### src/rtl/core_pkg.sv
// Shared RV32I decode constants and the immediate-format selector used by
// the decode/operand stage.
package core_pkg;

    localparam logic [6:0] OPC_OP     = 7'b0110011;
    localparam logic [6:0] OPC_OP_IMM = 7'b0010011;
    localparam logic [6:0] OPC_LUI    = 7'b0110111;
    localparam logic [6:0] OPC_AUIPC  = 7'b0010111;

    localparam logic [2:0] F3_ADD  = 3'b000;
    localparam logic [2:0] F3_SLL  = 3'b001;
    localparam logic [2:0] F3_SLT  = 3'b010;
    localparam logic [2:0] F3_SLTU = 3'b011;
    localparam logic [2:0] F3_XOR  = 3'b100;
    localparam logic [2:0] F3_SR   = 3'b101;
    localparam logic [2:0] F3_OR   = 3'b110;
    localparam logic [2:0] F3_AND  = 3'b111;

    localparam logic [6:0] F7_SUB_SRA = 7'b0100000;

    typedef enum logic [1:0] {
        IMM_NONE,
        IMM_I,
        IMM_SH,
        IMM_U
    } imm_sel_t;

endpackage

### src/rtl/imm_gen.sv
// Combinational RV32I immediate generator: I-type (sign-extended), shift
// amount (zero-extended shamt) and U-type (upper 20 bits) formats.
module imm_gen
    import core_pkg::*;
(
    input  logic [31:0] instr_i,
    input  imm_sel_t    sel_i,
    output logic [31:0] imm_o
);

    // The low instruction bits never carry immediate data for these formats.
    logic unusedLowBits;
    assign unusedLowBits = ^instr_i[11:0];

    always_comb begin
        imm_o = '0;
        case (sel_i)
            IMM_I:   imm_o = {{20{instr_i[31]}}, instr_i[31:20]};
            IMM_SH:  imm_o = {27'b0, instr_i[24:20]};
            IMM_U:   imm_o = {instr_i[31:12], 12'b0};
            default: imm_o = '0;
        endcase
    end

endmodule

### src/rtl/id_ex_stage.sv
// RV32I decode/operand stage feeding the ALU through a one-entry valid/ready
// register. Define ID_EX_FORWARDING_EN for EX/MEM and MEM/WB bypassing;
// without it, RAW hazards stall the stage instead.
module id_ex_stage
    import core_pkg::*;
#(
    parameter int XLEN = 32
) (
    input  logic            clk,
    input  logic            rst,
    input  logic            in_valid,
    output logic            in_ready,
    input  logic [31:0]     in_instr,
    input  logic [XLEN-1:0] in_pc,
    output logic [4:0]      rs1_addr,
    output logic [4:0]      rs2_addr,
    input  logic [XLEN-1:0] rs1_data,
    input  logic [XLEN-1:0] rs2_data,
    input  logic            exm_we,
    input  logic [4:0]      exm_rd,
    input  logic [XLEN-1:0] exm_data,
    input  logic            wb_we,
    input  logic [4:0]      wb_rd,
    input  logic [XLEN-1:0] wb_data,
    input  logic            flush,
    output logic            out_valid,
    input  logic            out_ready,
    output logic [6:0]      funct7,
    output logic [2:0]      funct3,
    output logic [XLEN-1:0] A,
    output logic [XLEN-1:0] B,
    output logic [4:0]      rd,
    output logic            reg_we,
    output logic            illegal
);

    logic [6:0]      opcode;
    logic [XLEN-1:0] rs1Val, rs2Val, imm;
    imm_sel_t        immSel;
    logic            stageFree, load;

    logic            outValid_q, regWe_q, illegal_q;
    logic [6:0]      funct7_q, funct7_d;
    logic [2:0]      funct3_q, funct3_d;
    logic [XLEN-1:0] a_q, a_d, b_q, b_d;
    logic [4:0]      rd_q;
    logic            regWe_d, illegal_d;

    assign opcode    = in_instr[6:0];
    assign rs1_addr  = in_instr[19:15];
    assign rs2_addr  = in_instr[24:20];
    assign stageFree = !outValid_q || out_ready;

`ifdef ID_EX_FORWARDING_EN
    // x0 is hardwired and never bypassed; the youngest writer (EX/MEM) wins.
    always_comb begin
        rs1Val = rs1_data;
        if (rs1_addr == 5'd0)                      rs1Val = '0;
        else if (exm_we && (exm_rd == rs1_addr))   rs1Val = exm_data;
        else if (wb_we && (wb_rd == rs1_addr))     rs1Val = wb_data;
        rs2Val = rs2_data;
        if (rs2_addr == 5'd0)                      rs2Val = '0;
        else if (exm_we && (exm_rd == rs2_addr))   rs2Val = exm_data;
        else if (wb_we && (wb_rd == rs2_addr))     rs2Val = wb_data;
    end

    assign in_ready = stageFree;
`else
    logic rs1Hit, rs2Hit, rawHazard, unusedFwdData;

    assign unusedFwdData = ^{exm_data, wb_data};
    assign rs1Val = (rs1_addr == 5'd0) ? '0 : rs1_data;
    assign rs2Val = (rs2_addr == 5'd0) ? '0 : rs2_data;

    assign rs1Hit = (rs1_addr != 5'd0) &&
                    ((exm_we && (exm_rd == rs1_addr)) || (wb_we && (wb_rd == rs1_addr)));
    assign rs2Hit = (rs2_addr != 5'd0) &&
                    ((exm_we && (exm_rd == rs2_addr)) || (wb_we && (wb_rd == rs2_addr)));

    // Only register sources the instruction actually reads can stall it.
    always_comb begin
        rawHazard = 1'b0;
        case (opcode)
            OPC_OP:     rawHazard = rs1Hit || rs2Hit;
            OPC_OP_IMM: rawHazard = rs1Hit;
            default:    rawHazard = 1'b0;
        endcase
    end

    assign in_ready = stageFree && !rawHazard;
`endif

    always_comb begin
        immSel = IMM_NONE;
        case (opcode)
            OPC_OP_IMM: immSel = ((in_instr[14:12] == F3_SLL) || (in_instr[14:12] == F3_SR))
                                 ? IMM_SH : IMM_I;
            OPC_LUI,
            OPC_AUIPC:  immSel = IMM_U;
            default:    immSel = IMM_NONE;
        endcase
    end

    imm_gen u_imm_gen (
        .instr_i (in_instr),
        .sel_i   (immSel),
        .imm_o   (imm)
    );

    // Non-shift OP-IMM forces funct7 to zero so ADDI can never look like SUB.
    always_comb begin
        funct7_d  = '0;
        funct3_d  = F3_ADD;
        a_d       = '0;
        b_d       = '0;
        illegal_d = 1'b0;
        case (opcode)
            OPC_OP: begin
                a_d      = rs1Val;
                b_d      = rs2Val;
                funct7_d = in_instr[31:25];
                funct3_d = in_instr[14:12];
            end
            OPC_OP_IMM: begin
                a_d      = rs1Val;
                b_d      = imm;
                funct3_d = in_instr[14:12];
                if (immSel == IMM_SH) funct7_d = in_instr[31:25];
            end
            OPC_LUI: b_d = imm;
            OPC_AUIPC: begin
                a_d = in_pc;
                b_d = imm;
            end
            default: illegal_d = 1'b1;
        endcase
        regWe_d = !illegal_d && (in_instr[11:7] != 5'd0);
    end

    assign load = in_valid && in_ready && !flush;

    always_ff @(posedge clk or posedge rst) begin
        if (rst) begin
            outValid_q <= 1'b0;
            funct7_q   <= '0;
            funct3_q   <= '0;
            a_q        <= '0;
            b_q        <= '0;
            rd_q       <= '0;
            regWe_q    <= 1'b0;
            illegal_q  <= 1'b0;
        end else if (load) begin
            outValid_q <= 1'b1;
            funct7_q   <= funct7_d;
            funct3_q   <= funct3_d;
            a_q        <= a_d;
            b_q        <= b_d;
            rd_q       <= in_instr[11:7];
            regWe_q    <= regWe_d;
            illegal_q  <= illegal_d;
        end else if (flush || out_ready) begin
            outValid_q <= 1'b0;
        end
    end

    assign out_valid = outValid_q;
    assign funct7    = funct7_q;
    assign funct3    = funct3_q;
    assign A         = a_q;
    assign B         = b_q;
    assign rd        = rd_q;
    assign reg_we    = regWe_q;
    assign illegal   = illegal_q;

endmodule

### config.mk
export PLATFORM = sky130hd
export DESIGN_NAME = id_ex_stage
export DESIGN_NICKNAME = d
export VERILOG_FILES = /design/src/rtl/core_pkg.sv /design/src/rtl/imm_gen.sv /design/src/rtl/id_ex_stage.sv
export SDC_FILE = /design/constraint.sdc
export NUM_CORES = 1
export LEC_CHECK = 0
export ABC_AREA = 1
export BUFFER_PORTS_ARGS = -buffer_cell sky130_fd_sc_hd__buf_4
export CELL_PAD_IN_SITES_DETAIL_PLACEMENT = 1
export CELL_PAD_IN_SITES_GLOBAL_PLACEMENT = 1
export CORE_AREA = 2 2 132 134
export DETAILED_ROUTE_END_ITERATION = 6
export DIE_AREA = 0 0 134 136
export GPL_ROUTABILITY_DRIVEN = 0
export PLACE_DENSITY = 0.82
export SETUP_SLACK_MARGIN = 0.02
export SYNTH_ARGS = -nofsm -noshare
export SYNTH_HDL_FRONTEND = slang
export SYNTH_HIERARCHICAL = 1
export SYNTH_SLANG_ARGS = --single-unit
export TNS_END_PERCENT = 50
### constraint.sdc
create_clock -name clk -period 5.2 [get_ports clk]
set_input_delay 0.78 -clock clk [delete_from_list [all_inputs] [get_ports clk]]
set_output_delay 0.78 -clock clk [all_outputs]
set_load 0.05 [all_outputs]
# ---- Word-level counts from Yosys, hierarchy flattened
# Index checks and enable logic that the tools add are counted.
dict set report op_classes {
  eq_ne 13
  reduce_logical 29
  mux 14
}
# op count
set ops {}
lappend ops {{$pmux W32 S2} 2}
lappend ops {{$pmux W32 S3} 1}
lappend ops {{$mux W32} 2}
lappend ops {{$eq A5 B5 Y1} 4}
lappend ops {{$reduce_bool A5 Y1} 3}
lappend ops {{$eq A7 B5 Y1 const B} 2}
lappend ops {{$eq A7 B6 Y1 const B} 2}
lappend ops {{$pmux W7 S2} 1}
lappend ops {{$logic_and A1 B1 Y1} 10}
lappend ops {{$logic_not A5 Y1} 2}
lappend ops {{$mux W7} 1}
lappend ops {{$logic_or A1 B1 Y1} 6}
lappend ops {{$eq A2 B2 Y1 const B} 2}
lappend ops {{$pmux W2 S2} 1}
lappend ops {{$reduce_or A2 Y1} 2}
lappend ops {{$reduce_or A4 Y1} 1}
lappend ops {{$eq A3 B1 Y1 const B} 1}
lappend ops {{$eq A3 B3 Y1 const B} 1}
lappend ops {{$logic_not A1 Y1} 3}
lappend ops {{$mux W1} 3}
lappend ops {{$mux W3} 1}
lappend ops {{$reduce_or A3 Y1} 1}
lappend ops {{$eq A2 B1 Y1 const B} 1}
lappend ops {{$mux W2} 1}
lappend ops {{2 further kinds} 2}
dict set report totals {
  output_inout_bits 93
  reg_bits 82
  elab_cells 64
  inputBits 209
}

# ---- Depth between registers and ports, before layout
dict set report depth {
  word_depth 11
  ltp_mapped 12
  mapped_depth_nobuf 11
}

# ---- By module
# Netlist, hierarchy kept.
# module cells_each instances area_per_inst_um2 seq_area_each_um2
set by_module_without_submodules {}
lappend by_module_without_submodules {id_ex_stage 720 1 4957.3 2052.0}
lappend by_module_without_submodules {imm_gen 74 1 312.8 0.0}

# ---- Worst setup path before layout
# No wires, ideal clock.
dict set report synth_timing {
  path_type {input-to-output}
  startpoint {in in_instr[22]}
  endpoint {out in_ready}
  required_time_ns 4.420
  setup_slack_ns 2.466
  path_stages 6
  path_buffers 0
  arrival_time_ns 1.954
  cell_sequence {inv_2 nand3_1 nor3_2 nor2_4 a21oi_4 and2_1}
}
dict set report synth_between {
  elab_chain_cells 8
  word_cells_on_any_way 11
  cone_classes {eq/ne: 2; mux: 1; reduce/logical: 8}
}
# element line_no
set synth_lines {}
lappend synth_lines {{start: declaration} id_ex_stage.sv:13} ;# input logic [31:0] in_instr,
lappend synth_lines {{$eq A5 B5 Y1} id_ex_stage.sv:78} ;# ((exm_we && (exm_rd == rs2_addr)) || (wb_we && (wb_rd == rs2_addr)));
lappend synth_lines {{$logic_and A1 B1 Y1} id_ex_stage.sv:78}
lappend synth_lines {{$logic_or A1 B1 Y1} id_ex_stage.sv:78}
lappend synth_lines {{$logic_and A1 B1 Y1 *} id_ex_stage.sv:77} ;# assign rs2Hit = (rs2_addr != 5'd0) &&
lappend synth_lines {{$logic_or A1 B1 Y1 *} id_ex_stage.sv:84} ;# OPC_OP: rawHazard = rs1Hit || rs2Hit;
lappend synth_lines {{$pmux W1 S2 *} id_ex_stage.sv:83} ;# case (opcode)
lappend synth_lines {{$logic_not A1 Y1 *} id_ex_stage.sv:90} ;# assign in_ready = stageFree && !rawHazard;
lappend synth_lines {{$logic_and A1 B1 Y1 *} id_ex_stage.sv:90}
lappend synth_lines {{end: declaration} id_ex_stage.sv:12} ;# output logic in_ready,
# Mark *: on every way between the ends. The rest lies on a longest branch, timed or not.

# ---- Final worst setup path
dict set report layout_timing {
  startpoint {in in_instr[6]}
  endpoint {out in_ready}
}
dict set report layout_between {
  elab_chain_cells 4
  word_cells_on_any_way 5
  cone_classes {eq/ne: 2; mux: 1; reduce/logical: 2}
}
# element line_no
set layout_lines {}
lappend layout_lines {{$eq A7 B5 Y1 / $eq A7 B6 Y1 (equally long branches)} id_ex_stage.sv:83}
lappend layout_lines {{$pmux W1 S2 *} id_ex_stage.sv:83}
lappend layout_lines {{$logic_not A1 Y1 *} id_ex_stage.sv:90}
lappend layout_lines {{$logic_and A1 B1 Y1 *} id_ex_stage.sv:90}
# Marks and branches as above.

==> flow_summary.json <==
{
  "cp-endpoint": "in_ready",
  "grt_antenna_before_repair": 0,
  "n_antenna_cell": 0,
  "placed_cells": 1201,
  "fin_cells": 1217,
  "cts_root_buffer": "clkbuf_16",
  "synth_commonest_cells": "nand2_1 (392), dfrtp_1 (82), nand4_1 (81)",
  "yosys-top-cells-area": "dfrtp_1 (39%), nand2_1 (28%), nand4_1 (9.6%)",
  "tns_ns": 0,
  "ant_nets": 0,
  "die_area_um2": 18200,
  "coreArea_um2": 16900,
  "finalSetupViolations": 0,
  "vias": 5976,
  "max-vdd-ir-drop_v": 0.000146,
  "portBuffers": 237,
  "fin_nets": 1196,
  "power.leakage_nw": 4.32,
  "synth_most_common_cell": "nand2_1",
  "r2r_cells": 7,
  "drt-total-wl_um": 20300,
  "start_util_pct": 31.2,
  "yosysSeqAreaShare_pct": 38.9,
  "yosys.area.top_type": "dfrtp_1",
  "max_slew.worst_pin.slew_ns": 1.01,
  "grt_pass1_wl_um": 32100,
  "worstSetupStartpoint": "in_instr[6]",
  "cts_max_path_buffers": 2,
  "clk_latency_ns": 0.35,
  "ys_warn_count": 6,
  "run_status": "finished, final reports clean",
  "rows": 48,
  "drive_above_1_share_pct": 28.2,
  "maxCapViolCount": 0,
  "synth-main-ff-cell": "dfrtp_1",
  "synthesis.nets": 1003,
  "layout_min_cycle_time_ns": 3.39,
  "place_hpwl_um": 14300,
  "cp-start-kind": "input port",
  "period_share_pct": 65.2,
  "grt_pass1_vias": 6137,
  "ys_ff_latch": 82,
  "post_cts_resize_count": 0,
  "arrival_ns": 2.61,
  "finalMaxSlewViolations": 0,
  "rsz0062_at_grt": "no",
  "overflow": 0,
  "drc": 0,
  "ios": 302,
  "placed_area_um2": 7030,
  "clk_pin_slew_worst_paths_ns": 0.06,
  "ff2ff_setup_slack_ns": 3.23,
  "min_path_type": "flop to flop",
  "synth-async-reset-ratio_pct": 100,
  "clock.fmax_mhz": 295,
  "maxSlewHeadroom_pct": 32.6,
  "end_kind": "primary output",
  "crit_required_ns": 4.42,
  "finClkSkew_ns": 0.00702,
  "crit_type": "input port to primary output",
  "worstPathMaxFanout": 33,
  "hold_buffers": 0,
  "chipHeight_um": 136,
  "syn_inst": 794,
  "hold_viol": 0,
  "wl_per_cell_um": 16.7,
  "synth_top_area_share_pct": 38.9,
  "syn_area_per_cell_um2": 6.64,
  "final_cell_area_um2": 7310,
  "avgViaCountPerCell": 4.91,
  "htreeDepth": 3,
  "dr.pass1.iters": 5,
  "areaGrowthSynthToFinish_pct": 38.8,
  "p_per_area_nw_per_um2": 220,
  "syn_area_um2": 5270,
  "drt-initial-drc-count": 295,
  "grt_max_degree": 82,
  "numCtsBuffers": 9,
  "cts_sinks": 82,
  "r2r_end": "A[4]$_DFFE_PP0P_",
  "r2r-start": "out_valid$_DFFE_PP0P_",
  "synth_edf_count": 0,
  "cts_tree": "built",
  "dieWidth_um": 134,
  "cts_setup_buffers": 0,
  "gr-usage-all-layers_pct": 22.4,
  "yosys.cell_types.count": 25
}
==> registers in the layout, indices dropped and copies added (netlist names) <==
register   count
funct3         3
rd             5
out_valid      1
funct7         7
B             32
reg_we         1
illegal        1
A             32
==> worst max-delay path: stages <==
cell and delay (ns):
buf_4 0.12, nor2_2 0.22, nand3_1 0.15, a31oi_1 0.20
nand2_2 0.48, and2_1 0.44, buf_4 0.21
==> routing by layer <==
layer | global-route usage (%) | part of all wire (%) | vias up
li1 | - | - | 2924
met1 | 28.4 | 43 | 2860
met2 | 38.5 | 49 | 164
met3 | 4.36 | 5.2 | 28
met4 | 7.09 | 2.3 | 0
met5 | 0 | 0 | -
==> final cells by class <==
class / count / area, µm²
timing repair buffer: 246 / 1850
fill: 2218 / 9560
sequential: 82 / 2050
clock inverter: 6 / 50.0
clock buffer: 10 / 239
tap: 225 / 282
multi-input combinational: 603 / 2680
inverter: 45 / 170
==> worst min path at each step <==
stage,from,endpoint,cells after the start
CTS,rd[1]$_DFFE_PP0P_,rd[1]$_DFFE_PP0P_,2
global route,funct7[2]$_DFFE_PP0P_,funct7[2]$_DFFE_PP0P_,2
finish,B[30]$_DFFE_PP0P_,B[30]$_DFFE_PP0P_,2
global placement,A[27]$_DFFE_PP0P_,A[27]$_DFFE_PP0P_,2
floorplan,A[24]$_DFFE_PP0P_,A[24]$_DFFE_PP0P_,2
detailed placement,B[25]$_DFFE_PP0P_,B[25]$_DFFE_PP0P_,2
==> cell families after synthesis <==
| group | count (synthesis) | synth area share, % |
|---|---|---|
| and+or+nand+nor | 560 | 45.5 |
| buffers and inverters | 109 | 10.8 |
| DFF | 82 | 38.9 |
| AOI/OAI and AO/OA | 39 | 4.06 |
| xor gates and xnor gates | 4 | 0.665 |
==> power by group <==
group	internal (W)	switching, W	leakage (nW)
combinational	0.000119	0.000196	3.05
sequential	0.000651	0.00000732	1.13
clock	0.000342	0.000293	0.129
total	0.00111	0.000496	4.32
==> through the flow <==
| stage | hold slack [ns] | util (%) | total power (W) | setup slack [ns] |
|---|---|---|---|---|
| after floorplan | 0.750 | - | 0.000837 | 2.31 |
| after global placement | 0.455 | 41.6 | 0.000984 | 1.77 |
| after detailed placement | 0.460 | 41.6 | 0.000988 | 1.66 |
| after CTS | 0.476 | 43.3 | 0.00163 | 1.83 |
| after global routing | 0.495 | 43.3 | 0.00168 | 1.68 |
| final | 0.472 | 43.3 | 0.00161 | 1.81 |
==> layout by cell type, fill, tap and decap left out, drive strengths merged <==
cell type  count
nand2        392
buf          246
nand4         83
dfrtp         82
inv           46
nor2          45
nand3         33
o21ai         32
clkbuf        10
nor3           6
xor2           4
clkinvlp       4
a21oi          4
a31oi          1
o2111ai        1
o31ai          1
and2           1
clkinv         1
(Power assumes the default switching activity.)
